$ cat src/rtl/jk_seq_pkg.sv
// Shared encodings for the JK bank sequencer: command op codes and FSM states.
package jk_seq_pkg;

  localparam logic [1:0] OP_LOAD   = 2'b00;
  localparam logic [1:0] OP_TOGGLE = 2'b01;
  localparam logic [1:0] OP_COUNT  = 2'b10;
  localparam logic [1:0] OP_CLEAR  = 2'b11;

  typedef enum logic [2:0] {
    IDLE = 3'd0,
    CLR  = 3'd1,
    SET  = 3'd2,
    TGL  = 3'd3,
    CNT  = 3'd4,
    DONE = 3'd5
  } state_e;

endpackage

$ cat src/rtl/jk_cell.sv
// Single JK flip-flop: JK 00 hold, 01 reset, 10 set, 11 toggle; async active-low reset to 0.
module jk_cell (
  input  logic clk,
  input  logic reset,
  input  logic j,
  input  logic k,
  output logic q
);

  logic q_q;
  logic q_d;

  // next-state function of the JK cell
  always_comb begin
    q_d = q_q;
    case ({j, k})
      2'b00:   q_d = q_q;
      2'b01:   q_d = 1'b0;
      2'b10:   q_d = 1'b1;
      2'b11:   q_d = ~q_q;
      default: q_d = q_q;
    endcase
  end

  // cell state register
  always_ff @(posedge clk or negedge reset) begin
    if (!reset) begin
      q_q <= 1'b0;
    end else begin
      q_q <= q_d;
    end
  end

  assign q = q_q;

endmodule

$ cat src/rtl/jk_seq_ctrl.sv
// Command sequencer steering J/K of a bank of jk_cell flops (LOAD/TOGGLE/COUNT/CLEAR).
// Define JK_SEQ_CNT_SAT_EN to make COUNT saturate at all-ones instead of wrapping.
module jk_seq_ctrl
  import jk_seq_pkg::*;
#(
  parameter int WIDTH = 8,
  parameter int CNTW  = 4
) (
  input  logic             clk,
  input  logic             reset,
  input  logic             cmd_valid,
  output logic             cmd_ready,
  input  logic [1:0]       cmd_op,
  input  logic [WIDTH-1:0] cmd_data,
  input  logic [CNTW-1:0]  cmd_arg,
  output logic [WIDTH-1:0] q,
  output logic [WIDTH-1:0] q_bar,
  output logic             done
);

  state_e           state_q, state_d;
  logic [WIDTH-1:0] data_q, data_d;
  logic [CNTW-1:0]  cnt_q, cnt_d;
  logic             load_q, load_d;
  logic             done_q, ready_q;
  logic [WIDTH-1:0] j_s, k_s, carry_s;

  for (genvar i = 0; i < WIDTH; i++) begin : g_cell
    jk_cell u_cell (
      .clk   (clk),
      .reset (reset),
      .j     (j_s[i]),
      .k     (k_s[i]),
      .q     (q[i])
    );
  end

  assign q_bar     = ~q;
  assign done      = done_q;
  assign cmd_ready = ready_q;

  // ripple carry mask for incrementing the bank: carry[i] = &q[i-1:0]
  always_comb begin
    carry_s = '0;
    for (int i = 0; i < WIDTH; i++) begin
      carry_s[i] = 1'b1;
      for (int b = 0; b < i; b++) begin
        carry_s[i] = carry_s[i] & q[b];
      end
    end
`ifdef JK_SEQ_CNT_SAT_EN
    if (&q) begin
      carry_s = '0;
    end else begin
      carry_s = carry_s;
    end
`endif
  end

  // FSM next state and per-cell J/K drive
  always_comb begin
    state_d = state_q;
    data_d  = data_q;
    cnt_d   = cnt_q;
    load_d  = load_q;
    j_s     = '0;
    k_s     = '0;
    case (state_q)
      IDLE: begin
        if (cmd_valid) begin
          data_d = cmd_data;
          cnt_d  = cmd_arg;
          case (cmd_op)
            OP_LOAD:   begin state_d = CLR; load_d = 1'b1; end
            OP_CLEAR:  begin state_d = CLR; load_d = 1'b0; end
            OP_TOGGLE: state_d = TGL;
            OP_COUNT:  state_d = CNT;
            default:   state_d = IDLE;
          endcase
        end else begin
          state_d = IDLE;
        end
      end
      CLR: begin
        k_s     = '1;
        state_d = load_q ? SET : DONE;
      end
      SET: begin
        j_s     = data_q;
        k_s     = ~data_q;
        state_d = DONE;
      end
      TGL: begin
        j_s     = data_q;
        k_s     = data_q;
        state_d = DONE;
      end
      CNT: begin
        // a zero step count still spends one idle cycle here
        if (cnt_q != {CNTW{1'b0}}) begin
          j_s   = carry_s;
          k_s   = carry_s;
          cnt_d = cnt_q - {{(CNTW-1){1'b0}}, 1'b1};
        end else begin
          cnt_d = cnt_q;
        end
        if (cnt_q <= {{(CNTW-1){1'b0}}, 1'b1}) begin
          state_d = DONE;
        end else begin
          state_d = CNT;
        end
      end
      DONE:    state_d = IDLE;
      default: state_d = IDLE;
    endcase
  end

  // FSM state, captured command and registered handshake outputs
  always_ff @(posedge clk or negedge reset) begin
    if (!reset) begin
      state_q <= IDLE;
      data_q  <= '0;
      cnt_q   <= '0;
      load_q  <= 1'b0;
      done_q  <= 1'b0;
      ready_q <= 1'b1;
    end else begin
      state_q <= state_d;
      data_q  <= data_d;
      cnt_q   <= cnt_d;
      load_q  <= load_d;
      done_q  <= (state_d == DONE);
      ready_q <= (state_d == IDLE);
    end
  end

endmodule

$ cat config.mk
export PLATFORM = sky130hd
export DESIGN_NAME = jk_seq_ctrl
export DESIGN_NICKNAME = d
export VERILOG_FILES = /design/src/rtl/jk_seq_pkg.sv /design/src/rtl/jk_cell.sv /design/src/rtl/jk_seq_ctrl.sv
export SDC_FILE = /design/constraint.sdc
export NUM_CORES = 1
export LEC_CHECK = 0
export CAP_MARGIN = 20
export CORE_MARGIN = 1.5
export CORE_UTILIZATION = 54
export CTS_CLUSTER_DIAMETER = 30
export DETAILED_ROUTE_END_ITERATION = 12
export PLACE_DENSITY = 0.94
export SLEW_MARGIN = 20
export SYNTH_ARGS = -nofsm -noshare
export SYNTH_HDL_FRONTEND = slang
export SYNTH_SLANG_ARGS = --single-unit
$ cat constraint.sdc
create_clock -name clk -period 3.8 [get_ports clk]
set_clock_uncertainty 0.2 [all_clocks]
set_input_delay 0.76 -clock clk [delete_from_list [all_inputs] [get_ports clk]]
set_output_delay 0.76 -clock clk [all_outputs]
set_load 0.1 [all_outputs]
==> impl_metrics.csv, run 1 <==
group,metric,value,unit
outcome,outcome,"complete, but fails checks",
outcome,violations,"DRC",
finish,drive_gt1_share,8.019,%
setup_path,cp_max_fo,8,
finish,final_cell_mix,"nand2_1, clkdlybuf4s50_1, dfrtp_1",
logic_synthesis,synth_compound_area_share,20.81,%
timing,drv_slew,0,
finish,regArea,651.9,µm²
die,ioPinCount,35,
setup_path,reg2reg_depth,4,
placed_design,gp_congestion,0.8380,
timing,final_hold_viol_count,0,
setup_path,cp.arrival,1990,ps
cts,cts-root-buf,"clkbuf_4",
setup_path,endpoint_kind,"output port",
setup_path,cp_slowest_stage_delay,1170,ps
logic_synthesis,synth_top_family_by_area,"simple AND/OR/NAND/NOR gates",
timing,tns,0,ps
cts,cts_resized,0,
global_route,met1_usage,34.48,%
global_route,grt_pass1_wl,6417,µm
detailed_routing,ant_nets,0,
placed_design,port_buffers,34,
logic_synthesis,synthCells,189,
detailed_routing,drtIter0Drc,111,
global_route,top_usage_layer,"met2",
finish,fillCellCount,237,
logic_synthesis,ys.flop_type,"dfrtp_1",
timing,relSlewSlack,35.26,%
die,die_w,58.14,µm
min_path,worstHoldPathCells,2,
setup_path,path_class,"flop to output port",
cts,cts-buffers-inserted,3,
global_route,grt_pass1_vias,1434,
cts,hold_buffers,0,
cts,h-tree-depth,1,
setup_path,required,2840,ps
global_route,met3_usage,2.232,%
logic_synthesis,synthMuxAreaShare,0,%
logic_synthesis,yosys.area_share.simple,24.77,%
detailed_routing,viasPerCell,5.959,
timing,setup_viol,0,
global_route,use_met2,37.99,%
timing,rsz0062_at_grt,"no",
logic_synthesis,synthAdderAreaFrac,4.573,%
setup_path,cp_top_family,"buffers and inverters",
finish,nNetsFinal,236,
logic_synthesis,ys_ff_latch,26,
timing,finalCritPeriodShare,77.70,%
finish,area_delta_synth_final,19.51,%
logic_synthesis,yosys.area.top_type,"dfrtp_1",
logic_synthesis,async_reset_ff_share,100.0,%
detailed_routing,dr.pass1.iters,8,
finish,finish.instance_area,1962,µm²
setup_path,critPathBufInv,1,
global_route,grt_max_degree,27,
logic_synthesis,syn_area,1642,µm²
setup_path,start_kind,"flop",
placed_design,hpwl,2541,µm
timing,max_freq,338.7,MHz
logic_synthesis,synth_edf_count,0,
cts,post_cts_buffers,0,
setup_path,crit_cells,1,
logic_synthesis,yosysSeqAreaShare,39.71,%
logic_synthesis,synth_cell_types,47,
cts,cts.path.max_buffers,2,
logic_synthesis,synth_top_cell_area_share,38.11,%
global_route,grt_overflow,0,
min_path,hp-class,"flop to flop",
die,start_util,58.03,%
cts,cts_tree,"done",
detailed_routing,routed_wl,3578,µm
logic_synthesis,yosys-top-cells-area,"dfrtp_1, nand2_1, ha_1, buf_4, inv_1",
logic_synthesis,synth_xor_area_share,0.5335,%
global_route,grt_use_total,24.21,%
cts,cts.sinks,26,
timing,tightest_slew,968.1,ps
cts,clkLatencyLatePin,330,ps
die,die_h,58.14,µm
finish,multiInputGateArea,832.0,µm²
die,core,2829,µm²
finish,num_antenna_cells,0,
cts,clk_pin_slew,150,ps
global_route,grt_antenna_before_repair,0,
die,die_area,3380,µm²
placed_design,placed_area,1909,µm²
finish,layout_commonest_cell,"nand2_1",
die,rows,19,
run,cap_violations,0,
detailed_routing,vias,1448,
detailed_routing,drc,2,
timing,min_period,2953,ps
logic_synthesis,syn_area_per_cell,8.686,µm²
logic_synthesis,yosys_warnings,0,
logic_synthesis,synth_nets,212,
detailed_routing,wl_per_cell,14.72,µm
setup_path,crit_slowest_cell,"clkdlybuf4s50_1",
setup_path,cp_cell_sequence,"clkdlybuf4s50_1",
[metal layers]
metal | vias to the layer above | routed length, µm
li1 | 708 | -
met1 | 687 | 1670
met2 | 44 | 1691
met3 | 9 | 144
met4 | 0 | 72
met5 | - | 0
[cells by family after synthesis]
group / Yosys count
buf+inv: 31
fa+ha+maj: 6
simple gates: 76
flops: 26
compound gates: 49
xor+xnor: 1
[stage by stage]
| step | cells | utilization [%] | hold slack (ps) | setup slack [ps] |
|---|---|---|---|---|
| after global routing | 243 | 69.35 | 377.3 | 767.9 |
| after CTS | 243 | 69.35 | 351.7 | 847.6 |
| final | 243 | 69.35 | 348.2 | 847.4 |
| after floorplan | 189 | - | 264.4 | 1804 |
| after detailed placement | 239 | 67.49 | 320.5 | 1224 |
| after global placement | 239 | 67.49 | 296.4 | 1246 |
[registers in the layout (all words and copies together), names as in the netlist]
| register | count |
|---|---|
| g_cell.u_cell.q | 8 |
| load_q | 1 |
| done | 1 |
| cmd_ready | 1 |
| state_q | 3 |
| data_q | 8 |
| cnt_q | 4 |
[Yosys cell counts, types with 2 or more instances]
library cell,count
a21oi_1,8
o21ai_0,7
inv_1,15
nor2b_1,5
a31oi_1,4
nand4_1,2
a21o_1,3
nor3b_1,4
nor3b_4,2
o211ai_1,2
buf_4,8
clkbuf_1,4
nor2_1,8
nand3b_1,3
o22ai_1,5
ha_1,6
nand3_1,5
buf_2,3
and2_1,2
o31ai_1,2
nand2_1,33
a22o_1,4
dfrtp_1,25
nor3_1,4
a211oi_1,3
[layout make-up]
cell class	instances	share of cell area (%)
Multi-Input combinational cell	132	42.41
Sequential cell	26	33.23
Timing Repair Buffer	35	16.84
Inverter	15	2.870
Tap cell	31	1.977
Clock inverter	1	1.531
Clock buffer	3	1.148
[worst paths after layout]
check | to | slack (ps) | start
worst max register to register | g_cell[6].u_cell.q$_DFFE_PN0P_ | 1340 | state_q[2]$_DFF_PN0_
min in group asynchronous | done$_DFF_PN0_ | 570 | reset
worst min-delay path | data_q[3]$_DFFE_PN0P_ | 350 | data_q[3]$_DFFE_PN0P_
worst min register to register | data_q[3]$_DFFE_PN0P_ | 350 | data_q[3]$_DFFE_PN0P_
max in group asynchronous | cmd_ready$_DFF_PN1_ | 2540 | reset
worst max-delay path | q[1] | 850 | g_cell[1].u_cell.q$_DFFE_PN0P_
Power of run 1 is left out: the tool's default activity adds up to more than one toggle a clock period on the data nets, which glitch-free logic cannot reach.
==> run 2, diff against run 1 <==
Settings changed: CORE_UTILIZATION 54 to 46, PLACE_DENSITY 0.94 to 0.86.
Clock period 3.8 ns to 2.47 ns, I/O delays scaled along.
==> impl_metrics.csv, run 2 (synthesis gave the netlist of run 1 again) <==
group,metric,value,unit
outcome,outcome,"finished clean",
cts,cts.path.max_buffers,2,
die,core,3390,µm²
timing,relSlewSlack,73.60,%
finish,num_antenna_cells,0,
cts,h-tree-depth,1,
global_route,grt_overflow,0,
cts,cts.sinks,26,
global_route,grt_use_total,18.43,%
detailed_routing,dr.pass1.iters,4,
global_route,grt_pass1_wl,5982,µm
timing,setup_viol,0,
finish,regArea,651.9,µm²
timing,tns,0,ps
cts,post_cts_buffers,0,
setup_path,required,2520,ps
timing,drv_slew,0,
run,cap_violations,0,
global_route,grt_pass1_vias,1330,
setup_path,cp_max_fo,8,
placed_design,port_buffers,34,
setup_path,path_class,"flop to flop",
setup_path,r2r_setup_slack,350,ps
setup_path,endpoint_kind,"flop",
cts,clkLatencyLatePin,320,ps
detailed_routing,drtIter0Drc,86,
timing,final_hold_viol_count,0,
die,die_h,62.74,µm
timing,tightest_slew,396.1,ps
setup_path,reg2reg_depth,6,
finish,nNetsFinal,243,
placed_design,dp_slack,272.0,ps
finish,fillCellCount,298,
die,start_util,48.43,%
setup_path,cp.arrival,2170,ps
die,die_w,62.74,µm
cts,cts_resized,0,
cts,cts-root-buf,"clkbuf_4",
detailed_routing,vias,1439,
finish,drive_gt1_share,15.98,%
cts,cts-buffers-inserted,3,
timing,min_period,2120,ps
detailed_routing,drc,0,
detailed_routing,wl_per_cell,12.87,µm
finish,layout_commonest_cell,"nand2_1",
detailed_routing,routed_wl,3411,µm
timing,finalCritPeriodShare,85.82,%
cts,cts_tree,"done",
finish,area_delta_synth_final,21.19,%
cts,hold_buffers,0,
die,rows,21,
min_path,hp-class,"primary input to async pin",
finish,multiInputGateArea,832.0,µm²
setup_path,r2r_start,"cnt_q[0]$_DFFE_PN0P_",
timing,max_freq,471.7,MHz
detailed_routing,ant_nets,0,
finish,final_cell_mix,"nand2_1, buf_4, dfrtp_1",
placed_design,hpwl,2523,µm
setup_path,start_kind,"flop",
placed_design,gp_congestion,0.8205,
setup_path,r2r-end,"g_cell[6].u_cell.q$_DFFE_PN0P_",
cts,clk_pin_slew,150,ps
timing,rsz0062_at_grt,"no",
die,die_area,3936,µm²
timing,setup_ws,350.1,ps
die,ioPinCount,35,
global_route,grt_max_degree,27,
detailed_routing,viasPerCell,5.430,
global_route,grt_antenna_before_repair,0,
-- run 2: cell count changes in the layout (fill, tap and decap cells not counted) --
| cell | previous run | this run |
|---|---|---|
| bufinv_16 | 1 | 0 |
| clkbuf_8 | 0 | 1 |
| clkdlybuf4s50_1 | 27 | 16 |
| buf_4 | 8 | 26 |
-- run 2: how the worst max path moves through the flow --
stage                         start  cells after the start                              to  slack [ps]
2_1_floorplan  cnt_q[0]$_DFFE_PN0P_                      7  g_cell[2].u_cell.q$_DFFE_PN0P_         470
3_3_place_gp              cmd_op[0]                      7                  done$_DFF_PN0_         320
3_5_place_dp              cmd_op[0]                      7                  done$_DFF_PN0_         270
4_1_cts        cnt_q[0]$_DFFE_PN0P_                      6  g_cell[6].u_cell.q$_DFFE_PN0P_         380
5_1_grt        cnt_q[0]$_DFFE_PN0P_                      6  g_cell[6].u_cell.q$_DFFE_PN0P_         220
6_report       cnt_q[0]$_DFFE_PN0P_                      6  g_cell[6].u_cell.q$_DFFE_PN0P_         350
-- run 2: cell type report --
cell class	count	area share [%]
clock buffer	4	1.824
inverter	15	2.830
multi-input combinational	132	41.82
sequential	26	32.77
tap	46	2.893
timing repair buffer	42	17.86
-- run 2: worst max-delay path: stages, from the launching register on --
cell and delay [ps]:
dfrtp_1 440, inv_1 60, ha_1 230, or3b_1 330, nand4_1 280, o2bb2a_1 370
o22ai_1 140
-- run 2: through the flow --
stage | util [%] | cells | area [µm²] | hold slack [ps]
detailed placement | 57.62 | 261 | 1953 | 312.1
global placement | 57.62 | 261 | 1953 | 293.2
finish | 58.69 | 265 | 1989 | 314.6
floorplan | - | 189 | 1642 | -1.591
CTS | 58.69 | 265 | 1989 | 328.8
global route | 58.69 | 265 | 1989 | 335.6
-- run 2: metal layers --
| layer | vias up | global-route usage (%) | wire, µm |
|---|---|---|---|
| li1 | 719 | - | - |
| met1 | 674 | 26.27 | 1654 |
| met2 | 42 | 29.17 | 1574 |
| met3 | 4 | 2.162 | 140 |
| met4 | 0 | 6.111 | 42 |
| met5 | - | 0 | 0 |
Power of run 2 is left out for the same reason.
==> run 3, diff against run 2 <==
Settings changed: GPL_TIMING_DRIVEN set to 0.
==> impl_metrics.csv, run 3 (synthesis gave the netlist of run 1 again) <==
group,metric,value,unit
global_route,grt_use_total,20.08,%
die,die_w,62.74,µm
global_route,grt_max_degree,27,
die,ioPinCount,35,
setup_path,cp_top_family,"buffers and inverters",
run,cap_violations,0,
finish,fillCellCount,315,
cts,cts.sinks,26,
detailed_routing,viasPerCell,5.555,
finish,nNetsFinal,252,
detailed_routing,vias,1522,
detailed_routing,dr.pass1.iters,4,
cts,cts.path.max_buffers,2,
outcome,outcome,"finished clean",
setup_path,critPathBufInv,2,
setup_path,r2r_setup_slack,220,ps
timing,rsz0062_at_grt,"no",
cts,clk_pin_slew,140,ps
detailed_routing,wl_met1,1712,µm
setup_path,reg2reg_depth,7,
detailed_routing,drtIter0Drc,70,
detailed_routing,ant_nets,0,
cts,cts_tree,"done",
min_path,worstHoldPathCells,2,
cts,cts-root-buf,"clkbuf_4",
finish,final_cell_mix,"nand2_1, dfrtp_1, inv_1, clkdlybuf4s50_1",
setup_path,required,1780,ps
detailed_routing,top_layer_used,"met4",
detailed_routing,wl_met2,1718,µm
global_route,grt_overflow,0,
cts,clkLatencyLatePin,330,ps
min_path,hp-class,"flop to flop",
timing,tightest_slew,957.6,ps
timing,setup_viol,0,
finish,drive_gt1_share,14.04,%
detailed_routing,routed_wl,3631,µm
setup_path,cp_cell_sequence,"inv_1 > clkdlybuf4s15_1",
placed_design,port_buffers,34,
cts,post_cts_buffers,0,
min_path,holdPathEnd,"data_q[4]$_DFFE_PN0P_",
timing,drv_slew,0,
finish,multiInputGateArea,832.0,µm²
detailed_routing,drc,0,
finish,num_antenna_cells,0,
setup_path,endpoint_kind,"output port",
timing,relSlewSlack,36.41,%
global_route,grt_pass1_vias,1438,
die,die_h,62.74,µm
timing,final_hold_viol_count,0,
setup_path,r2r_start,"cnt_q[0]$_DFFE_PN0P_",
setup_path,start_kind,"flop",
setup_path,crit_slowest_cell,"clkdlybuf4s15_1",
timing,finalCritPeriodShare,97.66,%
timing,min_period,2412,ps
global_route,grt_pass1_wl,6451,µm
timing,fin_hold_ws,345.7,ps
timing,max_freq,414.6,MHz
global_route,grt_antenna_before_repair,0,
timing,tns,0,ps
setup_path,cp_slowest_stage_delay,820,ps
placed_design,gp_congestion,0.8234,
setup_path,r2r-end,"g_cell[6].u_cell.q$_DFFE_PN0P_",
placed_design,hpwl,2671,µm
setup_path,path_class,"flop to output port",
detailed_routing,wl_per_cell,13.25,µm
finish,area_delta_synth_final,23.55,%
die,start_util,48.43,%
die,rows,21,
setup_path,cp.arrival,1720,ps
finish,regArea,651.9,µm²
setup_path,crit_cells,2,
finish,layout_commonest_cell,"nand2_1",
detailed_routing,met3WireLength,142,µm
cts,h-tree-depth,1,
die,core,3390,µm²
min_path,hold_start,"data_q[4]$_DFFE_PN0P_",
setup_path,cp_max_fo,6,
die,die_area,3936,µm²
cts,cts-buffers-inserted,3,
-- run 3: cell count changes in the layout (fill, tap and decap cells not counted), moves of 4 or more --
cell,previous run,this run
buf_2,0,4
buf_4,26,9
clkbuf_1,0,4
clkbuf_2,0,9
clkdlybuf4s15_1,0,4
dlygate4sd2_1,0,4
-- run 3: how the worst max path moves through the flow --
stage	end	from
global route	q_bar[3]	g_cell[3].u_cell.q$_DFFE_PN0P_
global placement	q[4]	g_cell[4].u_cell.q$_DFFE_PN0P_
floorplan	g_cell[2].u_cell.q$_DFFE_PN0P_	cnt_q[0]$_DFFE_PN0P_
CTS	q_bar[0]	g_cell[0].u_cell.q$_DFFE_PN0P_
detailed placement	q[4]	g_cell[4].u_cell.q$_DFFE_PN0P_
finish	q_bar[5]	g_cell[5].u_cell.q$_DFFE_PN0P_
-- run 3: final cells by class --
class                           count  share of cell area (%)
Sequential cell                    26                   32.14
Buffer                             16                   4.997
Tap cell                           46                   2.838
Timing Repair Buffer               35                   14.44
Inverter                           15                   2.776
Clock buffer                        4                   1.789
Multi-Input combinational cell    132                   41.02
-- run 3: through the flow --
stage,util (%),cell area (µm²),setup WS [ps],std cells
final,59.84,2028,57.89,274
after global placement,60.17,2039,81.89,269
after detailed placement,60.02,2034,84.42,269
after floorplan,-,1642,474.0,189
after CTS,60.83,2062,0.8560,274
after global routing,59.84,2028,3.657,274
-- run 3: per-layer routing --
| metal | GRT usage (%) | up-vias |
|---|---|---|
| li1 | - | 739 |
| met1 | 27.69 | 730 |
| met2 | 32.26 | 48 |
| met3 | 1.622 | 5 |
| met4 | 9.167 | 0 |
| met5 | 0 | - |
-- run 3: worst reg2reg max path: stages (launching register included) --
cell	delay, ps
dfrtp_1	450
inv_1	60
ha_1	240
or3b_1	170
clkbuf_1	270
nand4_1	290
o2bb2a_1	370
o22ai_1	140
-- run 3: timing repair --
action                                  CTS  global route
hold buffers                              1             0
gates cloned                              0             0
resized for setup                        23            18
endpoints found under the hold margin    25             0
endpoints found under the setup margin   18            13
Power of run 3 is left out for the same reason.
